## src/rtl/mem_bus_pkg.sv

```systemverilog
// Shared encodings for the fetch / load-store memory bus arbiter.
package mem_bus_pkg;

    typedef enum logic [1:0] {
        IDLE   = 2'd0,
        ACCESS = 2'd1,
        RESP   = 2'd2
    } state_t;

    localparam logic GNT_IF = 1'b0;
    localparam logic GNT_D  = 1'b1;

    localparam logic [31:0] GPIO_OUT_ADDR = 32'h10010024;
    localparam logic [31:0] GPIO_IN_ADDR  = 32'h10010028;

endpackage

```

## src/rtl/rr_arb2.sv

```systemverilog
// Two-way combinational round-robin pick; zero latency.
// A tie goes to the requester that did not win last time.
module rr_arb2
    import mem_bus_pkg::*;
(
    input  logic if_req,
    input  logic d_req,
    input  logic last_grant,
    output logic grant_valid,
    output logic grant_id
);

    always_comb begin
        grant_valid = if_req | d_req;
        grant_id    = GNT_IF;
        if (if_req && d_req) begin
            grant_id = ~last_grant;
        end else if (d_req) begin
            grant_id = GNT_D;
        end
    end

endmodule

```

## src/rtl/mem_bus_arbiter.sv

```systemverilog
// Shares one memory/GPIO bus between fetch and load/store; ack MEM_LATENCY+1 cycles after grant.
// Requests wait (no preemption) while a transaction is in ACCESS or RESP.
module mem_bus_arbiter
    import mem_bus_pkg::*;
#(
    parameter int DATA_WIDTH  = 32,
    parameter int MEM_LATENCY = 2,
    parameter int CNT_W       = 4
) (
    input  logic                  clk,
    input  logic                  reset,
    input  logic                  if_req,
    input  logic [DATA_WIDTH-1:0] if_addr,
    output logic [DATA_WIDTH-1:0] if_rdata,
    output logic                  if_ack,
    input  logic                  d_req,
    input  logic [DATA_WIDTH-1:0] d_addr,
    input  logic [DATA_WIDTH-1:0] d_wdata,
    input  logic                  d_we,
    output logic [DATA_WIDTH-1:0] d_rdata,
    output logic                  d_ack,
    output logic [DATA_WIDTH-1:0] mem_addr,
    output logic [DATA_WIDTH-1:0] mem_wdata,
    output logic                  mem_we,
    input  logic [DATA_WIDTH-1:0] mem_rdata,
    output logic                  busy
);

    localparam logic [CNT_W-1:0] CNT_LOAD = CNT_W'(MEM_LATENCY - 1);

    state_t                state_q, state_d;
    logic                  last_q, gnt_q, we_q;
    logic [CNT_W-1:0]      cnt_q;
    logic [DATA_WIDTH-1:0] addr_q, wdata_q, if_rdata_q, d_rdata_q;
    logic                  grant_valid, grant_id;
    logic                  last_cycle;

    rr_arb2 u_rr_arb2 (
        .if_req      (if_req),
        .d_req       (d_req),
        .last_grant  (last_q),
        .grant_valid (grant_valid),
        .grant_id    (grant_id)
    );

    assign last_cycle = (cnt_q == '0);

    always_ff @(posedge clk or posedge reset) begin
        if (reset) state_q <= IDLE;
        else       state_q <= state_d;
    end

    always_comb begin
        state_d = state_q;
        case (state_q)
            IDLE:    if (grant_valid) state_d = ACCESS;
            ACCESS:  if (last_cycle)  state_d = RESP;
            RESP:    state_d = IDLE;
            default: state_d = IDLE;
        endcase
    end

    always_ff @(posedge clk or posedge reset) begin
        if (reset) begin
            last_q     <= GNT_D;
            gnt_q      <= GNT_IF;
            we_q       <= 1'b0;
            cnt_q      <= '0;
            addr_q     <= '0;
            wdata_q    <= '0;
            if_rdata_q <= '0;
            d_rdata_q  <= '0;
        end else begin
            if (state_q == IDLE && grant_valid) begin
                last_q  <= grant_id;
                gnt_q   <= grant_id;
                cnt_q   <= CNT_LOAD;
                addr_q  <= (grant_id == GNT_D) ? d_addr : if_addr;
                wdata_q <= (grant_id == GNT_D) ? d_wdata : '0;
                we_q    <= (grant_id == GNT_D) ? d_we : 1'b0;
            end
            if (state_q == ACCESS) begin
                if (!last_cycle) cnt_q <= cnt_q - 1'b1;
                if (last_cycle && !we_q) begin
                    if (gnt_q == GNT_D) d_rdata_q  <= mem_rdata;
                    else                if_rdata_q <= mem_rdata;
                end
            end
        end
    end

    // Outputs decode from state_q so an async reset clears them at once.
    always_comb begin
        busy      = (state_q != IDLE);
        mem_addr  = '0;
        mem_wdata = '0;
        mem_we    = 1'b0;
        if_ack    = 1'b0;
        d_ack     = 1'b0;
        if (state_q == ACCESS || state_q == RESP) begin
            mem_addr  = addr_q;
            mem_wdata = wdata_q;
        end
        if (state_q == ACCESS && cnt_q == CNT_LOAD) mem_we = we_q;
        if (state_q == RESP) begin
            if_ack = (gnt_q == GNT_IF);
            d_ack  = (gnt_q == GNT_D);
        end
    end

    assign if_rdata = if_rdata_q;
    assign d_rdata  = d_rdata_q;

endmodule

```

## config.mk

```make
export PLATFORM = sky130hd
export DESIGN_NAME = mem_bus_arbiter
export DESIGN_NICKNAME = d
export VERILOG_FILES = /design/src/rtl/mem_bus_pkg.sv /design/src/rtl/rr_arb2.sv /design/src/rtl/mem_bus_arbiter.sv
export SDC_FILE = /design/constraint.sdc
export NUM_CORES = 1
export LEC_CHECK = 0
export ABC_AREA = 1
export CAP_MARGIN = 20
export CORE_MARGIN = 2
export CORE_UTILIZATION = 47
export DETAILED_ROUTE_END_ITERATION = 6
export MAX_ROUTING_LAYER = met4
export PLACE_DENSITY = 0.86
export SYNTH_ARGS = -nofsm -noshare
export SYNTH_HDL_FRONTEND = slang
export SYNTH_SLANG_ARGS = --single-unit
```

## constraint.sdc

```tcl
create_clock -name clk -period 7.9 [get_ports clk]
set_clock_uncertainty 0.1 [all_clocks]
set_input_delay 1.58 -clock clk [delete_from_list [all_inputs] [get_ports clk]]
set_output_delay 1.58 -clock clk [all_outputs]
set_load 0.03 [all_outputs]
```

==> metrics.md, run 1 <==
| Metric | Value |
|---|---|
| Achievable frequency | 233 MHz |
| Post-synth ARST share | 1.00 |
| CP Cell Sequence | inv_1 -> ha_2 -> buf_12 -> nand2_1 -> inv_1 -> clkdlybuf4s50_1 |
| Register area | 0.00343 mm2 |
| Drt drc | 0 |
| Layout cells sized above 1 | 0.0438 |
| Final count of negative-setup-slack endpoints | 0 |
| CP required | 6.22 ns |
| Slew HR | 0.271 |
| Initial DRC count | 480 |
| Logic pwr share | 0.536 |
| N_diodes | 0 |
| Reg2Reg Setup Slack | 5.18 ns |
| Yosys top cell area share | 0.508 |
| Rows | 43 |
| Drt first pass iters | 5 |
| Synth unique cells | 25 |
| Initial core utilization | 0.482 |
| Hold WS | 0.367 ns |
| EDFF count, synth | 0 |
| Routability Congestion | 0.824 |
| Post-place setup slack | 3.27 ns |
| Post-Route WL | 19400 um |
| Power density over the cells | 460 mW/mm2 |
| Slew @ Worst Pin | 1.09 ns |
| H-tree depth | 4 |
| Maximum root-to-sink buffer count | 2 |
| Switching Fraction | 0.447 |
| Post-Syn Nets | 1011 |
| Status | finished, final reports clean |
| CP Launch Point | state_q[0] |
| Final worst path period share | 0.543 |
| ANT nets after route | 0 |
| Setup_tns | 0 ns |
| Multi-input logic area | 0.00253 mm2 |
| NumNets Final | 1247 |
| Core Box Area | 0.0139 mm2 |
| Vias in the first global route | 6275 |
| Arr. time, crit path | 2.61 ns |
| Syn-to-layout area delta | 49.1% |
| Clk_lat worst skew | 0.41 ns |
| Prevailing post-synth register cell | dfrtp_1 |
| Final core utilization | 0.719 |
| GRT overflow | 0 |
| Largest net degree at the start of global routing | 73 |
| Clk network pwr share | 0.189 |
| Seq/Total Area, Yosys | 0.512 |
| Die width | 123 um |
| Resized cells post-CTS | 0 |
| Wire per inst | 14.9 um |
| MaxCap Viol Count | 0 |
| Commonest cells in the synthesized netlist | nand2_1, dfrtp_1, inv_1 |
| Final hold violation count | 0 |
| Die area | 0.0152 mm2 |
| Worst r2r src | state_q[1] |
| Lkg Pwr | 5.27 nW |
| Internal Power | 2.54 mW |
| Dpl cell area | 0.00931 mm2 |
| Synth Register Bits | 137 |
| DIE HEIGHT | 123 um |
| Fill count | 1057 |
| Worst Path Max Fanout | 47 |
| Critical path's largest stage delay | 0.68 ns |
| VDD IR max | 307 uV |
| Vias per std cell | 5.13 |
| Min Clock Period, post-route | 4.29 ns |
| Clk root buf | clkbuf_16 |
| Antenna violations before repair | 0 |
| Slowest cell on crit path | clkdlybuf4s50_1 |
| Most common cell in the netlist | nand2_1 |
| Post-synth top area cell | dfrtp_1 |
| Reg clk slew, reported paths | 0.05 ns |
| First-pass GRT wire length | 30400 um |
| Netlist Area Pre-Place | 0.00670 mm2 |
| GR Util All Layers | 0.265 |
| R2R Path End | if_rdata[26] |
| CTS Buf Count | 17 |
| Net Sw Power | 2.05 mW |
| Hold buffers post-CTS | 0 |
| Final WS setup | 3.61 ns |
| Cell depth of the worst flop-to-flop path | 7 |
| Crit path to | mem_addr[14] |
| YS warnings | 0 |
| Final Cell Area | 0.00998 mm2 |
| Vias post-DR | 6659 |
| Hold crit path type | reg -> reg |
| Mapped Avg Cell Area | 7.68 um2 |
| Top Ports | 265 |
| Port Buffers | 264 |
| Most used cell along the critical path | inv_1 |
| Detailed placer's ending HPWL | 13100 um |
| Kind of end point of the critical path | primary output |
| Reg power frac | 0.275 |
| RSZ-0062 raised after global routing | no |
| TritonCTS clock tree | done |
| # Post-CTS Setup Buffers | 0 |
| Crit Path Class | reg -> out |
| Ranking of synthesized cells by area | dfrtp_1, nand2_1, inv_1 |
| Cells after synthesis | 872 |
| Slew Viols, Final | 0 |
| Number of clock sinks | 137 |
| Setup crit start kind | flip-flop |
## flip-flops by register name, indices dropped and copies added, names as in the netlist
| name | flops |
|---|---|
| addr_q | 32 |
| cnt_q | 4 |
| d_rdata | 32 |
| gnt_q | 1 |
| if_rdata | 32 |
| last_q | 1 |
| state_q | 2 |
| wdata_q | 32 |
| we_q | 1 |
## layout make-up
type / count / area share
Multi-Input combinational cell: 569 / 0.253
Inverter: 111 / 0.0422
Clock inverter: 8 / 0.0168
Sequential cell: 137 / 0.344
Tap cell: 180 / 0.0226
Timing Repair Buffer: 272 / 0.274
Clock buffer: 22 / 0.0475
## metal layers
layer / global-route usage / share of wire
met1: 0.320 / 0.40
met2: 0.420 / 0.49
met3: 0.0780 / 0.085
met4: 0.102 / 0.027
met5: - / 0
## logic make-up after synthesis
logic type | share of synthesized area
compound gates | 0.0277
xor+xnor | 0.00131
fa+ha+maj | 0.0112
buf+inv | 0.112
flops | 0.512
simple gates | 0.336
## power groups by stage
stage                     combinational [mW]  clock, mW  sequential, mW
after global placement                  2.40          0            1.25
after floorplan                         1.20          0            1.56
final                                   2.46      0.867            1.26
after CTS                               2.47      0.877            1.26
after global routing                    2.67      0.911            1.30
after detailed placement                2.46          0            1.26
## worst max-delay path: cells and delay by family (launching register included)
family | cells | cell delay, ns
fa+ha+maj | 1 | 0.59
flops | 1 | 0.40
simple gates | 1 | 0.09
buf+inv | 4 | 1.11
## worst min-delay path by stage
stage                 startpoint            to  slack (ns)  cells past startpoint
floorplan                 last_q        last_q        0.34                      2
global placement    if_rdata[15]  if_rdata[15]        0.35                      2
detailed placement   d_rdata[16]   d_rdata[16]        0.36                      2
CTS                       last_q        last_q        0.37                      2
global route              last_q        last_q        0.39                      2
finish              if_rdata[30]  if_rdata[30]        0.37                      2
## stage by stage
stage	power [mW]	instances
final	4.59	1299
after global placement	3.65	1267
after floorplan	2.77	872
after global routing	4.88	1299
after CTS	4.61	1298
after detailed placement	3.72	1268
## cell usage in the layout, fill, tap and decap left out, drive strengths merged
cell and n:
a21oi 1, buf 8, bufinv 5, clkbuf 22, clkdlybuf4s50 264, clkinv 2
clkinvlp 1, dfrtp 136, dfstp 1, ha 6, inv 111, nand2 410
nand3 39, nand4 66, nor2 11, o21ai 34, o22ai 1, xnor2 1
No activity file was read; power rests on OpenSTA's default activity.
==> run 2, diff against run 1 <==
--- a/config.mk
+++ b/config.mk
@@ -8,10 +8,10 @@
 export ABC_AREA = 1
 export CAP_MARGIN = 20
 export CORE_MARGIN = 2
-export CORE_UTILIZATION = 47
+export CORE_UTILIZATION = 40
 export DETAILED_ROUTE_END_ITERATION = 6
 export MAX_ROUTING_LAYER = met4
-export PLACE_DENSITY = 0.86
+export PLACE_DENSITY = 0.78
 export SYNTH_ARGS = -nofsm -noshare
 export SYNTH_HDL_FRONTEND = slang
 export SYNTH_SLANG_ARGS = --single-unit
==> constraint.sdc (replaced) <==
create_clock -name clk -period 3.5 [get_ports clk]
set_clock_uncertainty 0.1 [all_clocks]
set_input_delay 0.7 -clock clk [delete_from_list [all_inputs] [get_ports clk]]
set_output_delay 0.7 -clock clk [all_outputs]
set_load 0.03 [all_outputs]
==> run 2 against run 1 <==
Critical path depth is the same; combinational power up 130%; clock power rose by 120%; clock-buffer cell count decreased by 4; total power up 120%; core utilization is 11 points lower; first-iteration DRC count decreased by 22%; worst hold slack got worse by 0.0017 ns; critical endpoint is now mem_addr[1]; register-to-register slack got worse by 3.9 ns; die area increased by 17%.
==> metrics.md, run 2 (synthesis gave the netlist of run 1 again) <==
| Metric | Value |
|---|---|
| Crit Path Class | reg -> out |
| Drt drc | 0 |
| NumNets Final | 1252 |
| Maximum root-to-sink buffer count | 2 |
| Port Buffers | 264 |
| Reg clk slew, reported paths | 0.06 ns |
| GRT overflow | 0 |
| Die area | 0.0178 mm2 |
| Lkg Pwr | 5.28 nW |
| Power density over the cells | 1020 mW/mm2 |
| Final count of negative-setup-slack endpoints | 0 |
| Detailed placer's ending HPWL | 13200 um |
| Number of clock sinks | 137 |
| Worst Path Max Fanout | 48 |
| Initial core utilization | 0.407 |
| Routability Congestion | 0.796 |
| Most used cell along the critical path | inv_1 |
| Syn-to-layout area delta | 50.3% |
| Final worst path period share | 0.920 |
| ANT nets after route | 0 |
| TritonCTS clock tree | done |
| Die width | 133 um |
| Met2 WL | 9180 um |
| Layout cells sized above 1 | 0.0515 |
| Max layer used | met4 |
| Top delay family on crit path | buffers and inverters |
| Register area | 0.00343 mm2 |
| Setup crit start kind | flip-flop |
| CP required | 2.70 ns |
| Slew Viols, Final | 0 |
| Clk_lat worst skew | 0.41 ns |
| Wire per inst | 14.2 um |
| VDD IR max | 527 uV |
| Slew HR | 0.486 |
| Top Ports | 265 |
| Clk root buf | clkbuf_16 |
| Status | finished, final reports clean |
| First-pass GRT wire length | 30600 um |
| Setup_tns | 0 ns |
| Commonest non-fill, non-tap cell in the layout | nand2_1 |
| GR Util All Layers | 0.222 |
| Core Box Area | 0.0165 mm2 |
| Slowest cell on crit path | clkdlybuf4s50_1 |
| Drt first pass iters | 5 |
| Final hold violation count | 0 |
| Initial DRC count | 373 |
| Largest net degree at the start of global routing | 68 |
| MaxCap Viol Count | 0 |
| Vias in the first global route | 6123 |
| Rows | 47 |
| N_diodes | 0 |
| Worst Path Buf+Inv | 4 |
| Vias per std cell | 4.78 |
| Kind of end point of the critical path | primary output |
| Vias post-DR | 6440 |
| CTS Buf Count | 17 |
| Arr. time, crit path | 2.42 ns |
| Achievable frequency | 310 MHz |
| Min Clock Period, post-route | 3.22 ns |
| Multi-input logic area | 0.00254 mm2 |
| CP Cell Sequence | inv_1 -> ha_4 -> buf_12 -> nand2_1 -> inv_1 -> clkdlybuf4s50_1 |
| H-tree depth | 4 |
| Hold crit path type | reg -> reg |
| Most frequent cells in the layout | nand2_1, clkdlybuf4s50_1, dfrtp_1 |
| DIE HEIGHT | 133 um |
| RSZ-0062 raised after global routing | no |
| Critical path's largest stage delay | 0.67 ns |
| Fill count | 1448 |
| Slew @ Worst Pin | 0.771 ns |
| # Post-CTS Setup Buffers | 0 |
| DRT met1 WL | 8350 um |
| Antenna violations before repair | 0 |
| Post-Route WL | 19100 um |
| Hold WS | 0.365 ns |
| Hold buffers post-CTS | 0 |
| Met3 routed WL | 1400 um |
[run 2: layout make-up]
type                    instances  share of cell area
multi-input cells             569               0.252
repair buffers                277               0.276
clock inverters                14              0.0185
flip-flops and latches        137               0.341
clock buffers                  18              0.0436
inverters                     111              0.0418
well taps                     220              0.0273
[run 2: power breakdown]
| part | internal, mW | switching (mW) | leakage [nW] |
|---|---|---|---|
| registers | 2.38 | 0.486 | 1.66 |
| logic | 2.06 | 3.48 | 3.32 |
| clock network | 1.16 | 0.722 | 0.300 |
[run 2: what timing repair did]
action                                  in CTS  in global routing
endpoints found under the setup margin       0                  2
endpoints found under the hold margin        0                  0
resized for setup                            0                  1
[run 2: final timing paths]
kind,end,start,depth (start not counted),slack [ns]
worst min-delay path,last_q,last_q,2,0.37
worst max register to register,d_rdata[0],cnt_q[0],6,1.28
worst max-delay path,mem_addr[1],state_q[0],6,0.28
max in group asynchronous,last_q,reset,3,1.88
worst min register to register,last_q,last_q,2,0.37
min in group asynchronous,d_rdata[13],reset,2,0.67
[run 2: worst register-to-register path, stage by stage, from the launching register on]
cell     delay [ns]
dfrtp_1        0.38
inv_1          0.13
ha_1           0.40
nand2_2        0.15
nor2_8         0.61
nand4_1        0.27
nand2_1        0.13
[run 2: through the flow]
stage          power, mW  cell area, um2  instances   util  worst slack [ns]
2_1_floorplan       6.24            6700        872      -             0.994
3_3_place_gp        8.32            9430       1314  0.573             0.622
3_5_place_dp        8.42            9430       1314  0.573             0.573
4_1_cts             10.4           10100       1346  0.611             0.122
5_1_grt             10.9           10100       1346  0.611             0.146
6_report            10.3           10100       1346  0.611             0.278
[run 2: routing by layer]
layer  GRT usage  up-vias
met2       0.359      251
li1            -     3173
met3      0.0582       21
met4      0.0615        0
met5           -        -
met1       0.278     2995
==> run 3, diff against run 2 <==
--- a/config.mk
+++ b/config.mk
@@ -6,12 +6,15 @@
 export NUM_CORES = 1
 export LEC_CHECK = 0
 export ABC_AREA = 1
+export ABC_CLOCK_PERIOD_IN_PS = 3500
 export CAP_MARGIN = 20
 export CORE_MARGIN = 2
 export CORE_UTILIZATION = 40
 export DETAILED_ROUTE_END_ITERATION = 6
+export GPL_ROUTABILITY_DRIVEN = 0
 export MAX_ROUTING_LAYER = met4
 export PLACE_DENSITY = 0.78
+export SLEW_MARGIN = 30
 export SYNTH_ARGS = -nofsm -noshare
 export SYNTH_HDL_FRONTEND = slang
 export SYNTH_SLANG_ARGS = --single-unit
==> results of run 3 <==
Same layout as run 2: the final DEF is identical, and so are final timing and power.
